File: src/rtl/fetch_stage.sv
// Instruction-fetch stage: PC register, instruction-memory handshake and IF/ID register.
// Handles load-use stalls, ID-resolved redirects (with drain of an in-flight request) and HLT.
module fetch_stage #(
  parameter logic [15:0] RESET_PC   = 16'h0000,
  parameter logic [15:0] NOP_INSTR  = 16'h0000,
  parameter logic [3:0]  HLT_OPCODE = 4'hF
) (
  input  logic        clk,
  input  logic        rst,
  input  logic        stall,
  input  logic        redirect,
  input  logic [15:0] redirect_pc,
  output logic        imem_req,
  output logic [15:0] imem_addr,
  input  logic [15:0] imem_data,
  input  logic        imem_rdy,
  output logic [15:0] pc,
  output logic [15:0] ifid_instr,
  output logic [15:0] ifid_pc_plus2,
  output logic        ifid_valid,
  output logic        fetch_halted
);

  typedef enum logic [1:0] {FETCH, WAIT, DRAIN, HALTED} state_t;

  state_t      state, state_next;
  logic [15:0] pc_next;
  logic [15:0] pending, pending_next;
  logic [15:0] instr_next;
  logic [15:0] pc_plus2_next;
  logic        valid_next;
  logic [15:0] pc_plus2;

  assign pc_plus2     = pc + 16'd2;
  // pc only moves on a completed handshake, so the address is stable while a request is outstanding.
  assign imem_addr    = pc;
  assign fetch_halted = (state == HALTED);

  always_comb begin
    // NOTE: every signal written here gets a default first, so no path can infer a latch.
    state_next    = state;
    pc_next       = pc;
    pending_next  = pending;
    instr_next    = ifid_instr;
    pc_plus2_next = ifid_pc_plus2;
    valid_next    = ifid_valid;
    imem_req      = (state != HALTED);

    if (redirect) begin
      instr_next    = NOP_INSTR;
      pc_plus2_next = '0;
      valid_next    = 1'b0;
      if (state == HALTED || imem_rdy) begin
        pc_next    = redirect_pc;
        state_next = FETCH;
      end else begin
        // The old request must still complete before the new target can be fetched.
        pending_next = redirect_pc;
        state_next   = DRAIN;
      end
    end else begin
      unique case (state)
        FETCH, WAIT: begin
          if (imem_rdy) begin
            state_next = FETCH;
            if (!stall) begin
              instr_next    = imem_data;
              pc_plus2_next = pc_plus2;
              valid_next    = 1'b1;
              if (imem_data[15:12] == HLT_OPCODE) state_next = HALTED;
              else                                pc_next    = pc_plus2;
            end
          end else begin
            state_next = WAIT;
          end
        end
        DRAIN: begin
          if (imem_rdy) begin
            pc_next    = pending;
            state_next = FETCH;
          end
        end
        HALTED: begin
          if (!stall) begin
            instr_next    = NOP_INSTR;
            pc_plus2_next = '0;
            valid_next    = 1'b0;
          end
        end
        default: state_next = FETCH;
      endcase
    end
  end

  always_ff @(posedge clk) begin
    // NOTE: sequential state uses non-blocking assignments so all registers update from pre-edge values.
    if (rst) begin
      state         <= FETCH;
      pc            <= RESET_PC;
      pending       <= '0;
      ifid_instr    <= NOP_INSTR;
      ifid_pc_plus2 <= '0;
      ifid_valid    <= 1'b0;
    end else begin
      state         <= state_next;
      pc            <= pc_next;
      pending       <= pending_next;
      ifid_instr    <= instr_next;
      ifid_pc_plus2 <= pc_plus2_next;
      ifid_valid    <= valid_next;
    end
  end

endmodule

File: config.mk
export PLATFORM = sky130hd
export DESIGN_NAME = fetch_stage
export DESIGN_NICKNAME = d
export VERILOG_FILES = /design/src/rtl/fetch_stage.sv
export SDC_FILE = /design/constraint.sdc
export NUM_CORES = 1
export LEC_CHECK = 0
export BUFFER_PORTS_ARGS = -buffer_cell sky130_fd_sc_hd__buf_2
export CORE_UTILIZATION = 32
export DETAILED_ROUTE_END_ITERATION = 7
export GPL_ROUTABILITY_DRIVEN = 0
export PLACE_DENSITY = 0.53
export SETUP_SLACK_MARGIN = 0.4
export SLEW_MARGIN = 20
export SYNTH_ARGS = -nofsm -noshare
export SYNTH_HDL_FRONTEND = slang
export SYNTH_SLANG_ARGS = --single-unit
File: constraint.sdc
create_clock -name clk -period 2.5 [get_ports clk]
set_clock_uncertainty 0.15 [all_clocks]
set_input_delay 0.5 -clock clk [delete_from_list [all_inputs] [get_ports clk]]
set_output_delay 0.5 -clock clk [all_outputs]
set_load 0.02 [all_outputs]
==> results of run 1 <==
Yosys cell counts (6+ instances only):
library cell,instances
inv_1,6
buf_4,16
dfxtp_1,67
a22oi_1,24
a32o_1,6
xnor2_1,7
nor2_1,58
nand3_1,7
a21oi_1,27
clkbuf_1,15
o21ai_0,6
xor2_1,6
a211oi_1,10
nand2_1,47
a31oi_1,6
nor3_1,8
per-layer routing:
layer  up-vias  wire [um]  global-route usage  part of all wire
li1       1537          -                   -                 -
met1      1471       4580               0.253              0.49
met2        71       4360               0.288              0.47
met3        10        313              0.0346             0.033
met4         0        107              0.0505             0.011
met5         -          0                   0                 0
how the worst min path moves through the flow:
stage | start | depth (start not counted) | endpoint
after floorplan | pending[6] | 2 | pending[6]
after global placement | pending[7] | 2 | pending[7]
after detailed placement | pending[6] | 2 | pending[6]
after CTS | redirect_pc[5] | 3 | pending[5]
after global routing | redirect_pc[1] | 3 | pending[1]
final | redirect_pc[5] | 3 | pending[5]
power breakdown:
| group | leakage, nW | internal (mW) | total, mW | switching (mW) |
|---|---|---|---|---|
| Sequential | 0.546 | 1.11 | 1.17 | 0.0564 |
| Combinational | 1.10 | 0.162 | 0.423 | 0.261 |
| Clock | 0.120 | 0.671 | 1.14 | 0.468 |
sequential cells by signal, summed over array words and instances (netlist names):
signal / flops
ifid_instr: 16
ifid_pc_plus2: 16
imem_addr: 16
pending: 16
state: 2
ifid_valid: 1
metrics by stage:
stage	hold slack, ps	total power, mW	setup WS (ps)	util
after floorplan	283	1.48	553	-
after global placement	289	1.61	275	0.387
after detailed placement	293	1.61	252	0.387
after CTS	231	2.75	400	0.413
after global routing	244	2.85	352	0.413
final	236	2.73	464	0.413
critical path, stage by stage, from the launching register on:
cell,delay (ps)
dfxtp_1,460
ha_2,290
nand3_1,130
xnor2_1,270
nor2_1,70
or3_1,320
a311oi_1,260
area by class of cell:
class                           instances  area, um^2
Fill cell                            1043        5730
Multi-Input combinational cell        273        1620
Sequential cell                        67        1340
Timing Repair Buffer                  119         636
Tap cell                              133         166
Clock buffer                            9         124
Clock inverter                          7         124
Inverter                                6        22.5
cells by family (layout without fill, tap and decap cells):
family | Yosys count | after routing
DFF | 67 | 67
buffers and inverters | 48 | 141
muxes | 3 | 3
xor gates and xnor gates | 13 | 13
and+or+nand+nor | 148 | 148
AOI/OAI and AO/OA | 108 | 108
adders and majority gates | 1 | 1
repair_timing:
action,CTS,global route
setup endpoints to repair,1,14
cloned,0,0
gates resized for setup,1,4
hold buffers,0,0
endpoints found under the hold margin,0,0
==> results.py, run 1 <==
metrics = {
    "synthesis": {
        "synthTopCellsByArea": "dfxtp_1 41%, nor2_1 6.7%, a22oi_1 5.6%",
        "synthesis.nets": 426,
        "syn_avg_cell_area_um2": 8.34,
        "synth_top_family_by_area": "compound AO/OA/AOI/OAI gates",
        "syn_inst": 388,
        "netlist.area_leader.share": 0.415,
        "yosys_warnings": 0,
        "synth_cell_type_count": 52,
        "muxShareOfSynthArea": 0.00928,
        "synth_edf_count": 0,
        "seq_area_frac_synth": 0.415,
        "syn-cell-area_um2": 3230,
        "synth-simple-area-share": 0.217,
        "synth-seq-cells": 67,
        "synth-compound-area-share": 0.235,
        "ys.flop_type": "dfxtp_1",
        "synth-xor-area-share": 0.0352,
        "synth_area_leader_cell": "dfxtp_1",
        "synthArstFlopShare": 0,
        "synth_fa_ha_area_frac": 0.00387,
    },
    "sta": {
        "timing.final.crit_share": 0.814,
        "setup_violations": 0,
        "max_freq_ghz": 0.491,
        "tightestPinTransition_ps": 505,
        "fin_setup_tns_ps": 0,
        "fin_crit_ps": 2040,
        "rsz0062_at_grt": "true",
        "final_hold_viol_count": 0,
        "report.final.slew_viol_count": 0,
        "slew_headroom": 0.663,
    },
    "detailed_routing": {
        "drt_iter0_drc": 129,
        "vias": 3089,
        "vias_per_cell": 5.03,
        "first_pass_iters": 4,
        "wirelength_um": 9350,
        "wl_per_cell_um": 15.2,
        "drc": 0,
        "drtAntennaViolNets": 0,
    },
    "critical_path": {
        "r2r-start": "imem_addr[2]",
        "crit_path_end": "imem_addr[5]",
        "worst_ep_arrival_time_ps": 2150,
        "endpoint_kind": "register",
        "cp.required_ps": 2610,
        "critPathMaxFanout": 6,
        "r2r-end": "imem_addr[5]",
        "r2r_cells": 6,
        "cp-start-kind": "register",
        "crit_type": "reg2reg",
        "critPathLaunch": "imem_addr[2]",
        "rrSetupSlack_ps": 460,
    },
    "final_layout": {
        "diodes": 0,
        "final_common_cell": "buf_2",
        "layout_common_cells": "103 x buf_2, 65 x dfxtp_1, 58 x nor2_1, 47 x nand2_1, 27 x a21oi_1",
        "final_nets": 514,
        "finalNonFillerCells": 614,
        "area_delta_synth_final_pct": 24.9,
        "drive_gt1_frac": 0.310,
        "layout.cell_area.non_filler_um2": 4040,
    },
    "placed_design": {
        "dp.cells": 598,
        "place_hpwl_um": 6770,
        "port_buffers": 103,
        "placed_cell_area_um2": 3780,
    },
    "status": {
        "status": "complete, no violations",
    },
    "grt": {
        "overflow": 0,
        "first_global_vias": 2778,
        "grt_use_total": 0.182,
        "grt_pass1_wl_um": 14500,
        "antenna_found_initial": 0,
        "grt_max_degree": 28,
    },
    "clocking": {
        "htreeDepth": 3,
        "root_buffer": "clkbuf_8",
        "cts-buffers-inserted": 9,
        "clock_latency_ps": 360,
        "cts_tree": "done",
        "clk_pin_slew_ps": 90,
        "post_cts_buffers": 0,
        "clockBufferDepth": 2,
        "clock-sinks": 67,
    },
    "floorplan": {
        "io_pins": 104,
        "die_y_um": 103,
        "num_rows": 36,
        "core-area_um2": 9770,
        "die_w_um": 103,
        "initial_core_util": 0.331,
        "dieArea_um2": 10500,
    },
    "power": {
        "p_leak_nw": 1.76,
        "ir_drop_v": 0.000313,
        "p_per_area_nw_per_um2": 676,
    },
    "hold_path": {
        "min_path_type": "in2reg",
    },
    "job": {
        "maxCapViolCount": 0,
    },
}
No activity file was read; power rests on OpenSTA's default activity.
==> inputs of run 2 (changes only) <==
Settings changed: PLACE_DENSITY 0.53 to 0.55.
Clock period 2.5 ns to 1.8 ns, I/O delays scaled along.
==> run 2 against run 1 <==
Via count increased by 7.2%. Combinational power increased by 110%. Die area unchanged. Final cell count increased by 8.5%. Highest routed layer unchanged. Non-clock buffer count increased by 52.
==> results.py, run 2 (same netlist as run 1, synthesis figures left out) <==
metrics = {
    "sta": {
        "fin_crit_ps": 1730,
        "slew_headroom": 0.721,
        "final_hold_viol_count": 0,
        "report.final.slew_viol_count": 0,
        "max_freq_ghz": 0.580,
        "rsz0062_at_grt": "true",
        "timing.final.crit_share": 0.958,
        "tightestPinTransition_ps": 415,
        "setup_violations": 0,
    },
    "clocking": {
        "cts_hold_buf": 0,
        "clk_pin_slew_ps": 80,
        "clock_latency_ps": 340,
        "htreeDepth": 3,
        "cts_tree": "done",
        "cts-buffers-inserted": 9,
        "clockBufferDepth": 2,
        "clock-sinks": 67,
        "root_buffer": "clkbuf_8",
    },
    "critical_path": {
        "crit_type": "reg2reg",
        "cp_slowest_cell": "dfxtp_4",
        "cp.required_ps": 1880,
        "cp_cell_sequence": "buf_6 > and3b_2 > a211oi_4 > buf_6 > buf_16 > mux2i_1 > nor2_1",
        "rrSetupSlack_ps": 70,
        "slowest_delay_ps": 370,
        "critPathMaxFanout": 5,
        "endpoint_kind": "register",
        "cp-start-kind": "register",
        "worst_ep_arrival_time_ps": 1800,
        "crit_top_cell": "buf_6",
    },
    "detailed_routing": {
        "vias_per_cell": 4.97,
        "vias": 3311,
        "drtAntennaViolNets": 0,
        "wirelength_um": 10100,
        "first_pass_iters": 4,
        "drt_iter0_drc": 167,
        "wl_per_cell_um": 15.2,
        "drc": 0,
    },
    "placed_design": {
        "placed_cell_area_um2": 4270,
        "port_buffers": 103,
        "place_hpwl_um": 6960,
        "dp.cells": 622,
    },
    "power": {
        "ir_drop_v": 0.000355,
        "p_leak_nw": 2.22,
        "seq_power_share": 0.424,
        "internal-power_mw": 2.64,
        "p_per_area_nw_per_um2": 735,
        "p_switching_mw": 1.18,
        "power_mw": 3.82,
        "comb_power_share": 0.238,
        "pwr-share-clk": 0.338,
        "swShare": 0.308,
    },
    "final_layout": {
        "area_delta_synth_final_pct": 60.6,
        "diodes": 0,
        "layout.cell_area.non_filler_um2": 5190,
        "drive_gt1_frac": 0.523,
        "final_common_cell": "buf_4",
        "finalNonFillerCells": 666,
        "final_nets": 566,
        "layout_common_cells": "84 x buf_4, 50 x nor2_1, 46 x nand2_1, 46 x buf_2, 43 x dfxtp_1",
    },
    "status": {
        "status": "complete, no violations",
    },
    "hold_path": {
        "min_path_type": "in2reg",
    },
    "grt": {
        "first_global_vias": 2993,
        "grt_max_degree": 30,
        "grt_use_total": 0.192,
        "overflow": 0,
        "antenna_found_initial": 0,
        "grt_pass1_wl_um": 15400,
    },
    "floorplan": {
        "initial_core_util": 0.331,
        "core-area_um2": 9770,
        "dieArea_um2": 10500,
        "die_w_um": 103,
        "io_pins": 104,
        "die_y_um": 103,
        "num_rows": 36,
    },
    "job": {
        "maxCapViolCount": 0,
    },
}
## run 2: changes by cell type in the layout (fill, tap and decap cells not counted), sizes merged
cell / change
buf: +51
bufinv: -2
inv: -1
clkinv: +4
clkinvlp: -1
bufbuf: +1
## run 2: worst max-delay path, delay by kind of cell, from the launching register on
kind | cells | cell delay, ps
buffers and inverters | 3 | 400
flip-flops | 1 | 370
AND/OR/NAND/NOR | 2 | 280
AO/OA/AOI/OAI | 1 | 240
multiplexers | 1 | 170
## run 2: final timing paths
check | from | depth (start not counted) | to
worst min register to register | pending[6] | 2 | pending[6]
worst max register to register | state[0] | 7 | imem_addr[2]
worst max-delay path | state[0] | 7 | imem_addr[2]
worst min-delay path | imem_data[6] | 3 | ifid_instr[6]
## run 2: area by class of cell
| class | instances | area (um^2) |
|---|---|---|
| Inverter | 6 | 25.0 |
| Sequential cell | 67 | 1410 |
| Clock inverter | 7 | 77.6 |
| Clock buffer | 9 | 124 |
| Fill cell | 936 | 4580 |
| Tap cell | 133 | 166 |
| Timing Repair Buffer | 171 | 1400 |
| Multi-Input combinational cell | 273 | 1990 |
## run 2: stage by stage
stage | setup TNS, ps | utilization | hold WS, ps | setup slack (ps)
finish | 0 | 0.531 | 109 | 74.9
global route | 0 | 0.531 | 107 | 8.63
CTS | 0 | 0.510 | 103 | 65.6
detailed placement | -189 | 0.437 | 295 | -62.0
global placement | -36.3 | 0.437 | 291 | -36.3
floorplan | 0 | - | 283 | 91.4
## run 2: metal layers
metal,vias to the layer above,share of wire,GRT usage
li1,1644,-,-
met1,1567,0.46,0.266
met2,92,0.48,0.305
met3,8,0.047,0.0325
met4,0,0.012,0.0593
met5,-,0,0
## run 2: timing repair
action,4_1_cts,5_1_grt
setup endpoints to repair,102,119
pin swaps,14,6
cloned,2,0
resized for setup,95,48
setup buffers,18,8
## run 2: power by group through the flow
stage	registers, mW	clock network (mW)	logic (mW)
2_1_floorplan	1.69	0	0.441
3_3_place_gp	1.65	0	0.700
3_5_place_dp	1.66	0	0.709
4_1_cts	1.62	1.32	0.865
5_1_grt	1.63	1.38	0.976
6_report	1.62	1.29	0.909
